$ cat config.mk
export PLATFORM = sky130hd
export DESIGN_NAME = add_bits_sched_flat
export DESIGN_NICKNAME = d
export VERILOG_FILES = /design/src/rtl/add_bits_sched_if.sv /design/src/rtl/add_bits_sched.sv /design/src/flat_wrapper.sv
export SDC_FILE = /design/constraint.sdc
export NUM_CORES = 1
export LEC_CHECK = 0
export ABC_CLOCK_PERIOD_IN_PS = 2300
export CAP_MARGIN = 20
export CORE_UTILIZATION = 32
export DETAILED_ROUTE_END_ITERATION = 10
export HOLD_SLACK_MARGIN = 0.1
export PLACE_DENSITY = 0.72
export SETUP_SLACK_MARGIN = 0.02
export SLEW_MARGIN = 10
export SYNTH_ARGS = -nofsm -noshare
export SYNTH_HDL_FRONTEND = slang
export SYNTH_SLANG_ARGS = --single-unit
$ cat constraint.sdc
create_clock -name clk -period 2.3 [get_ports clk]
set_input_delay 0.46 -clock clk [delete_from_list [all_inputs] [get_ports clk]]
set_output_delay 0.46 -clock clk [all_outputs]
set_load 0.01 [all_outputs]
$ cat src/rtl/add_bits_sched_if.sv
// Job request / result handshake bundle between requesters and the add_bits scheduler.
interface add_bits_sched_if #(
  parameter int unsigned WIDTH = 32
) ();
  logic [1:0]       req_valid;
  logic [1:0]       req_ready;
  logic [WIDTH-1:0] req0_x;
  logic [WIDTH-1:0] req0_r;
  logic [WIDTH-1:0] req1_x;
  logic [WIDTH-1:0] req1_r;
  logic             rsp_valid;
  logic             rsp_ready;
  logic [WIDTH-1:0] rsp_y;
  logic             rsp_id;
  logic             rsp_err;

  modport master (
    output req_valid, req0_x, req0_r, req1_x, req1_r, rsp_ready,
    input  req_ready, rsp_valid, rsp_y, rsp_id, rsp_err
  );

  modport slave (
    input  req_valid, req0_x, req0_r, req1_x, req1_r, rsp_ready,
    output req_ready, rsp_valid, rsp_y, rsp_id, rsp_err
  );
endinterface

$ cat src/rtl/add_bits_sched.sv
// Two-requester round-robin job scheduler for a single add_bits engine,
// with a watchdog that aborts jobs whose engine never settles.
module add_bits_sched #(
  parameter int unsigned WIDTH   = 32,
  parameter int unsigned TIMEOUT = 1024
) (
  input  logic             clk,
  input  logic             reset,
  add_bits_sched_if.slave  bus,
  output logic [WIDTH-1:0] eng_x,
  output logic [WIDTH-1:0] eng_r,
  output logic             eng_reset,
  input  logic [WIDTH-1:0] eng_y,
  input  logic             eng_dirty,
  output logic             busy
);

  localparam int unsigned WD_W = (TIMEOUT > 1) ? $clog2(TIMEOUT) : 1;
  localparam logic [WD_W-1:0] WD_LAST = WD_W'(TIMEOUT - 1);

  typedef enum logic [1:0] {
    IDLE = 2'd0,
    LOAD = 2'd1,
    RUN  = 2'd2,
    RESP = 2'd3
  } state_e;

  state_e          state_q;
  state_e          state_d;
  logic [1:0]      grant_c;
  logic            ptr_q;
  logic [WD_W-1:0] wd_q;

  // Round-robin grant; ptr_q high means requester 1 wins a tie.
  always_comb begin
    grant_c = 2'b00;
    if (state_q == IDLE) begin
      case (bus.req_valid)
        2'b01:   grant_c = 2'b01;
        2'b10:   grant_c = 2'b10;
        2'b11:   grant_c = ptr_q ? 2'b10 : 2'b01;
        default: grant_c = 2'b00;
      endcase
    end
  end

  always_ff @(posedge clk) begin
    if (reset) begin
      state_q <= IDLE;
    end else begin
      state_q <= state_d;
    end
  end

  always_comb begin
    state_d = state_q;
    case (state_q)
      IDLE: if (grant_c != 2'b00) state_d = LOAD;
      LOAD: state_d = RUN;
      RUN:  if (!eng_dirty || (wd_q == WD_LAST)) state_d = RESP;
      RESP: if (bus.rsp_ready) state_d = IDLE;
      default: state_d = IDLE;
    endcase
  end

  always_comb begin
    bus.req_ready = 2'b00;
    bus.rsp_valid = 1'b0;
    eng_reset     = 1'b0;
    busy          = 1'b0;
    bus.req_ready = grant_c;
    bus.rsp_valid = (state_q == RESP);
    eng_reset     = (state_q == LOAD);
    busy          = (state_q != IDLE);
  end

  // Job capture, watchdog and result registers; a settled engine beats the watchdog.
  always_ff @(posedge clk) begin
    if (reset) begin
      ptr_q       <= 1'b0;
      wd_q        <= '0;
      eng_x       <= '0;
      eng_r       <= '0;
      bus.rsp_y   <= '0;
      bus.rsp_id  <= 1'b0;
      bus.rsp_err <= 1'b0;
    end else begin
      case (state_q)
        IDLE: begin
          if (grant_c != 2'b00) begin
            eng_x      <= grant_c[1] ? bus.req1_x : bus.req0_x;
            eng_r      <= grant_c[1] ? bus.req1_r : bus.req0_r;
            bus.rsp_id <= grant_c[1];
            ptr_q      <= grant_c[0];
          end
        end
        LOAD: wd_q <= '0;
        RUN: begin
          wd_q <= wd_q + WD_W'(1);
          if (!eng_dirty) begin
            bus.rsp_y   <= eng_y;
            bus.rsp_err <= 1'b0;
          end else if (wd_q == WD_LAST) begin
            bus.rsp_y   <= '0;
            bus.rsp_err <= 1'b1;
          end
        end
        default: ;
      endcase
    end
  end

endmodule

$ cat src/flat_wrapper.sv
// flat-port wrapper written by rule: the top's interface ports become plain ports
module add_bits_sched_flat 
#(
  parameter int unsigned WIDTH   = 32,
  parameter int unsigned TIMEOUT = 1024
)
  (clk, reset, eng_x, eng_r, eng_reset, eng_y, eng_dirty, busy, bus_req_valid, bus_req0_x, bus_req0_r, bus_req1_x, bus_req1_r, bus_rsp_ready, bus_req_ready, bus_rsp_valid, bus_rsp_y, bus_rsp_id, bus_rsp_err);
  add_bits_sched_if #(.WIDTH(WIDTH)) bus_i ();
  input  logic clk;
  input  logic reset;
  output logic [WIDTH-1:0] eng_x;
  output logic [WIDTH-1:0] eng_r;
  output logic eng_reset;
  input  logic [WIDTH-1:0] eng_y;
  input  logic eng_dirty;
  output logic busy;
  input wire logic [$bits(bus_i.req_valid)-1:0] bus_req_valid;
  input wire logic [$bits(bus_i.req0_x)-1:0] bus_req0_x;
  input wire logic [$bits(bus_i.req0_r)-1:0] bus_req0_r;
  input wire logic [$bits(bus_i.req1_x)-1:0] bus_req1_x;
  input wire logic [$bits(bus_i.req1_r)-1:0] bus_req1_r;
  input wire logic [$bits(bus_i.rsp_ready)-1:0] bus_rsp_ready;
  output wire logic [$bits(bus_i.req_ready)-1:0] bus_req_ready;
  output wire logic [$bits(bus_i.rsp_valid)-1:0] bus_rsp_valid;
  output wire logic [$bits(bus_i.rsp_y)-1:0] bus_rsp_y;
  output wire logic [$bits(bus_i.rsp_id)-1:0] bus_rsp_id;
  output wire logic [$bits(bus_i.rsp_err)-1:0] bus_rsp_err;
  assign bus_i.req_valid = bus_req_valid;
  assign bus_i.req0_x = bus_req0_x;
  assign bus_i.req0_r = bus_req0_r;
  assign bus_i.req1_x = bus_req1_x;
  assign bus_i.req1_r = bus_req1_r;
  assign bus_i.rsp_ready = bus_rsp_ready;
  assign bus_req_ready = bus_i.req_ready;
  assign bus_rsp_valid = bus_i.rsp_valid;
  assign bus_rsp_y = bus_i.rsp_y;
  assign bus_rsp_id = bus_i.rsp_id;
  assign bus_rsp_err = bus_i.rsp_err;
  add_bits_sched #(.WIDTH(WIDTH), .TIMEOUT(TIMEOUT)) u_core (.clk(clk), .reset(reset), .bus(bus_i), .eng_x(eng_x), .eng_r(eng_r), .eng_reset(eng_reset), .eng_y(eng_y), .eng_dirty(eng_dirty), .busy(busy));
endmodule
==> results.md <==
* PD cells at approximately 1000 nW/µm²
* Most Frequent Cell on Critical Path: inv_1
* CP Launch Type: flop
* Number of synthesized register bits at 111
* Tmin final at 2.18 ns
* Die X-Extent at 123 µm
* DP HPWL at 10700 µm
* FMAX at 0.459 GHz
* Worst hold slack at 0.476 ns
* Fin crit share at 0.947
* CP Max Fanout at 7
* First-pass GRT wire length at about 21000 µm
* Top layer in use: met4
* Post-CTS repair timing setup buffer count at 0
* N_diodes at 0
* Clk pwr share at 0.190
* CP Cell Sequence: inv_1, ha_4, inv_1, clkdlybuf4s50_1
* Clk Latency, worst-skew pair at 0.35 ns
* CTS H-tree depth at 3
* Sinks on the clock net at 111
* Wire length per cell at 15.8 µm
* Number of enable flip-flop cells after synthesis at 0
* Synth top area share at 0.471
* Pint at between 5 and 6 mW
* Top post-synthesis cells by count: dfxtp_1 (111), nor2_1 (77), mux2i_1 (65)
* Worst path slowest cell: clkdlybuf4s50_1
* Status: finished, final reports clean
* Lkg Pwr at ~2.9 nW
* Post-synthesis instance area at 4710 µm²
* CP required at approximately 1.8 ns
* Yosys top cell by area: dfxtp_1
* Largest net degree at the start of global routing at 46
* IO Count at 269
* Post-route DRC at 0
* DR vias/cell at between 4 and 5
* IO Port Bufs at around 270
* Worst slew margin at 0.725
* Top post-synthesis cells by area: dfxtp_1 (47%), mux2i_1 (14%), a211oi_2 (10%)
* CP endpoint kind: output pin
* Syn Nets at approximately 600
* Clock skew at 0.00585 ns
* Layout cell share with drive strength beyond 1 at 0.107
* Psw at 2.77 mW
* Buffers & Inverters on Critical Path at 3
* Share of total power in combinational logic at 0.475
* Clk root buf: clkbuf_16
* DRC marker count from the first detailed-route iteration at 166
* Count of cell types in the netlist at 31
* GRT Resource Usage Total at 0.175
* Worst-margin pin slew at 0.409 ns
* Max-slew violation count at 0
* Syn avg cell area at 10.6 µm²
* Initial antenna violation count at 0
* Top FF cell, synth: dfxtp_1
* Final Hold Viols at 0
* Sw frac at 0.351
* Vias in the first global route at 4228
* Gate Count Post-Synth at approximately 450
* Post-synthesis async set-or-reset flop share at 0
* Rows at 43
* Yosys warns at 0
* Inserted Clock Buffers at 9
* Final wirelength at ~14000 µm
* Max_cap viols at 0
* Cts hold-fix bufs at 0
* Sequential cell area fraction in the yosys report at 0.471
* Detail Route Antenna Nets at 0
* Worst Setup Path Type: reg2out
* Slowest Stage Delay on Critical Path at approximately 0.55 ns
* Metal3 WL at 989 µm
* Final setup vio count at 0
* Count leader, synth: dfxtp_1
* Hold Path Class: reg2reg
* Via count at 4321
* Die height at between 100 and 150 µm
* Met2 wire length at ~7200 µm
* WP data arrival at 1.72 ns
* Initial Utilization at 0.333
* # nets final at 875
* Initial DRT Pass Iterations at 4
* Filler instances at ~1200
* Final Wtd Congestion at about 0.77
* Clock transition at path regs at 0.08 ns
* TritonCTS clock tree: done
* Area of the die at 15200 µm²
* Register share of total power at 0.334
* Core area at 14100 µm²
* Maximum clock path buffer count at 2
* GRT overflow at 0
* Peak VDD IR at 0.620 mV
* Unrepaired setup endpoints after global routing: no
* Detailed-route wire length on metal 1 at 5350 µm
* Layout Area Growth over Synthesis at 68.0%
* Design Power at a little under 8 mW
* Top delay family on crit path: buffers and inverters
final timing paths:
check	to	from	depth (start not counted)	slack [ns]
max reg2reg	u_core.bus.rsp_y[24]	u_core.wd_q[0]	6	0.45
min reg2reg	u_core.bus.rsp_y[29]	u_core.bus.rsp_y[29]	1	0.48
min	u_core.bus.rsp_y[29]	u_core.bus.rsp_y[29]	1	0.48
max	busy	u_core.state_q[1]	4	0.12
area by class of cell:
cell class | instances | area [µm²] | share of cell area
timing repair buffer | 283 | 2860 | 0.361
multi-input combinational | 293 | 2310 | 0.291
sequential | 111 | 2220 | 0.281
clock buffer | 9 | 225 | 0.0284
tap | 180 | 225 | 0.0284
clock inverter | 7 | 61.3 | 0.00774
inverter | 6 | 22.5 | 0.00284
layer usage:
layer	global-route usage	vias up
met3	0.0392	30
met4	0.0851	0
met5	0	-
met1	0.185	1996
met2	0.325	153
li1	-	2142
cell usage in the layout, fill, tap and decap left out, types with 5 or more instances in the layout:
cell type / n
inv_1: 5
nor2_1: 76
a21oi_1: 6
a22o_1: 32
clkbuf_16: 9
clkdlybuf4s50_1: 264
a211oi_2: 38
a211oi_1: 26
xor2_1: 7
buf_12: 5
nand4_1: 5
dfxtp_1: 111
mux2i_1: 65
buf_4: 11
nand2_1: 5
sequential cells by signal, summed over array words and instances (netlist names):
| register | flops |
|---|---|
| u_core.bus.rsp_id | 1 |
| u_core.eng_x | 32 |
| u_core.eng_r | 32 |
| u_core.state_q | 2 |
| u_core.bus.rsp_y | 32 |
| u_core.wd_q | 10 |
| u_core.ptr_q | 1 |
| u_core.bus.rsp_err | 1 |
power groups by stage:
stage / combinational, mW / clock (mW) / sequential [mW]
5_1_grt: 4.06 / 1.64 / 2.70
2_1_floorplan: 1.83 / 0 / 2.88
4_1_cts: 3.80 / 1.56 / 2.65
3_3_place_gp: 3.67 / 0 / 2.67
6_report: 3.76 / 1.51 / 2.64
3_5_place_dp: 3.76 / 0 / 2.69
cells by family (layout without fill, tap and decap cells):
family / Yosys count / after routing / share of synthesized area
flops: 111 / 111 / 0.471
compound gates: 109 / 109 / 0.219
simple gates: 106 / 106 / 0.0964
mux: 65 / 65 / 0.138
buf+inv: 42 / 305 / 0.0467
xor+xnor: 8 / 8 / 0.0149
fa+ha+maj: 5 / 5 / 0.0133
repair_timing:
item / 4_1_cts / 5_1_grt
endpoints found under the setup margin: 2 / 1
resized for setup: 4 / 2
endpoints found under the hold margin: 0 / 0
worst register-to-register path, delay by kind of cell (launching register included):
family | cells | cell delay [ns]
AO/OA/AOI/OAI | 3 | 0.74
flip-flops | 1 | 0.38
adder cells (fa/ha/maj) | 1 | 0.26
AND/OR/NAND/NOR | 1 | 0.13
buffers and inverters | 1 | 0.25
stage by stage:
stage,std cells,area (µm²),util,setup TNS (ns),setup WS (ns)
after detailed placement,873,7620,0.539,-0.0278,-0.0278
after floorplan,446,4710,-,0,0.637
after global placement,873,7620,0.539,-0.0372,-0.0372
after global routing,889,7920,0.560,0,0.0584
after CTS,889,7920,0.559,0,0.0286
final,889,7920,0.560,0,0.123
(Power assumes the default switching activity.)
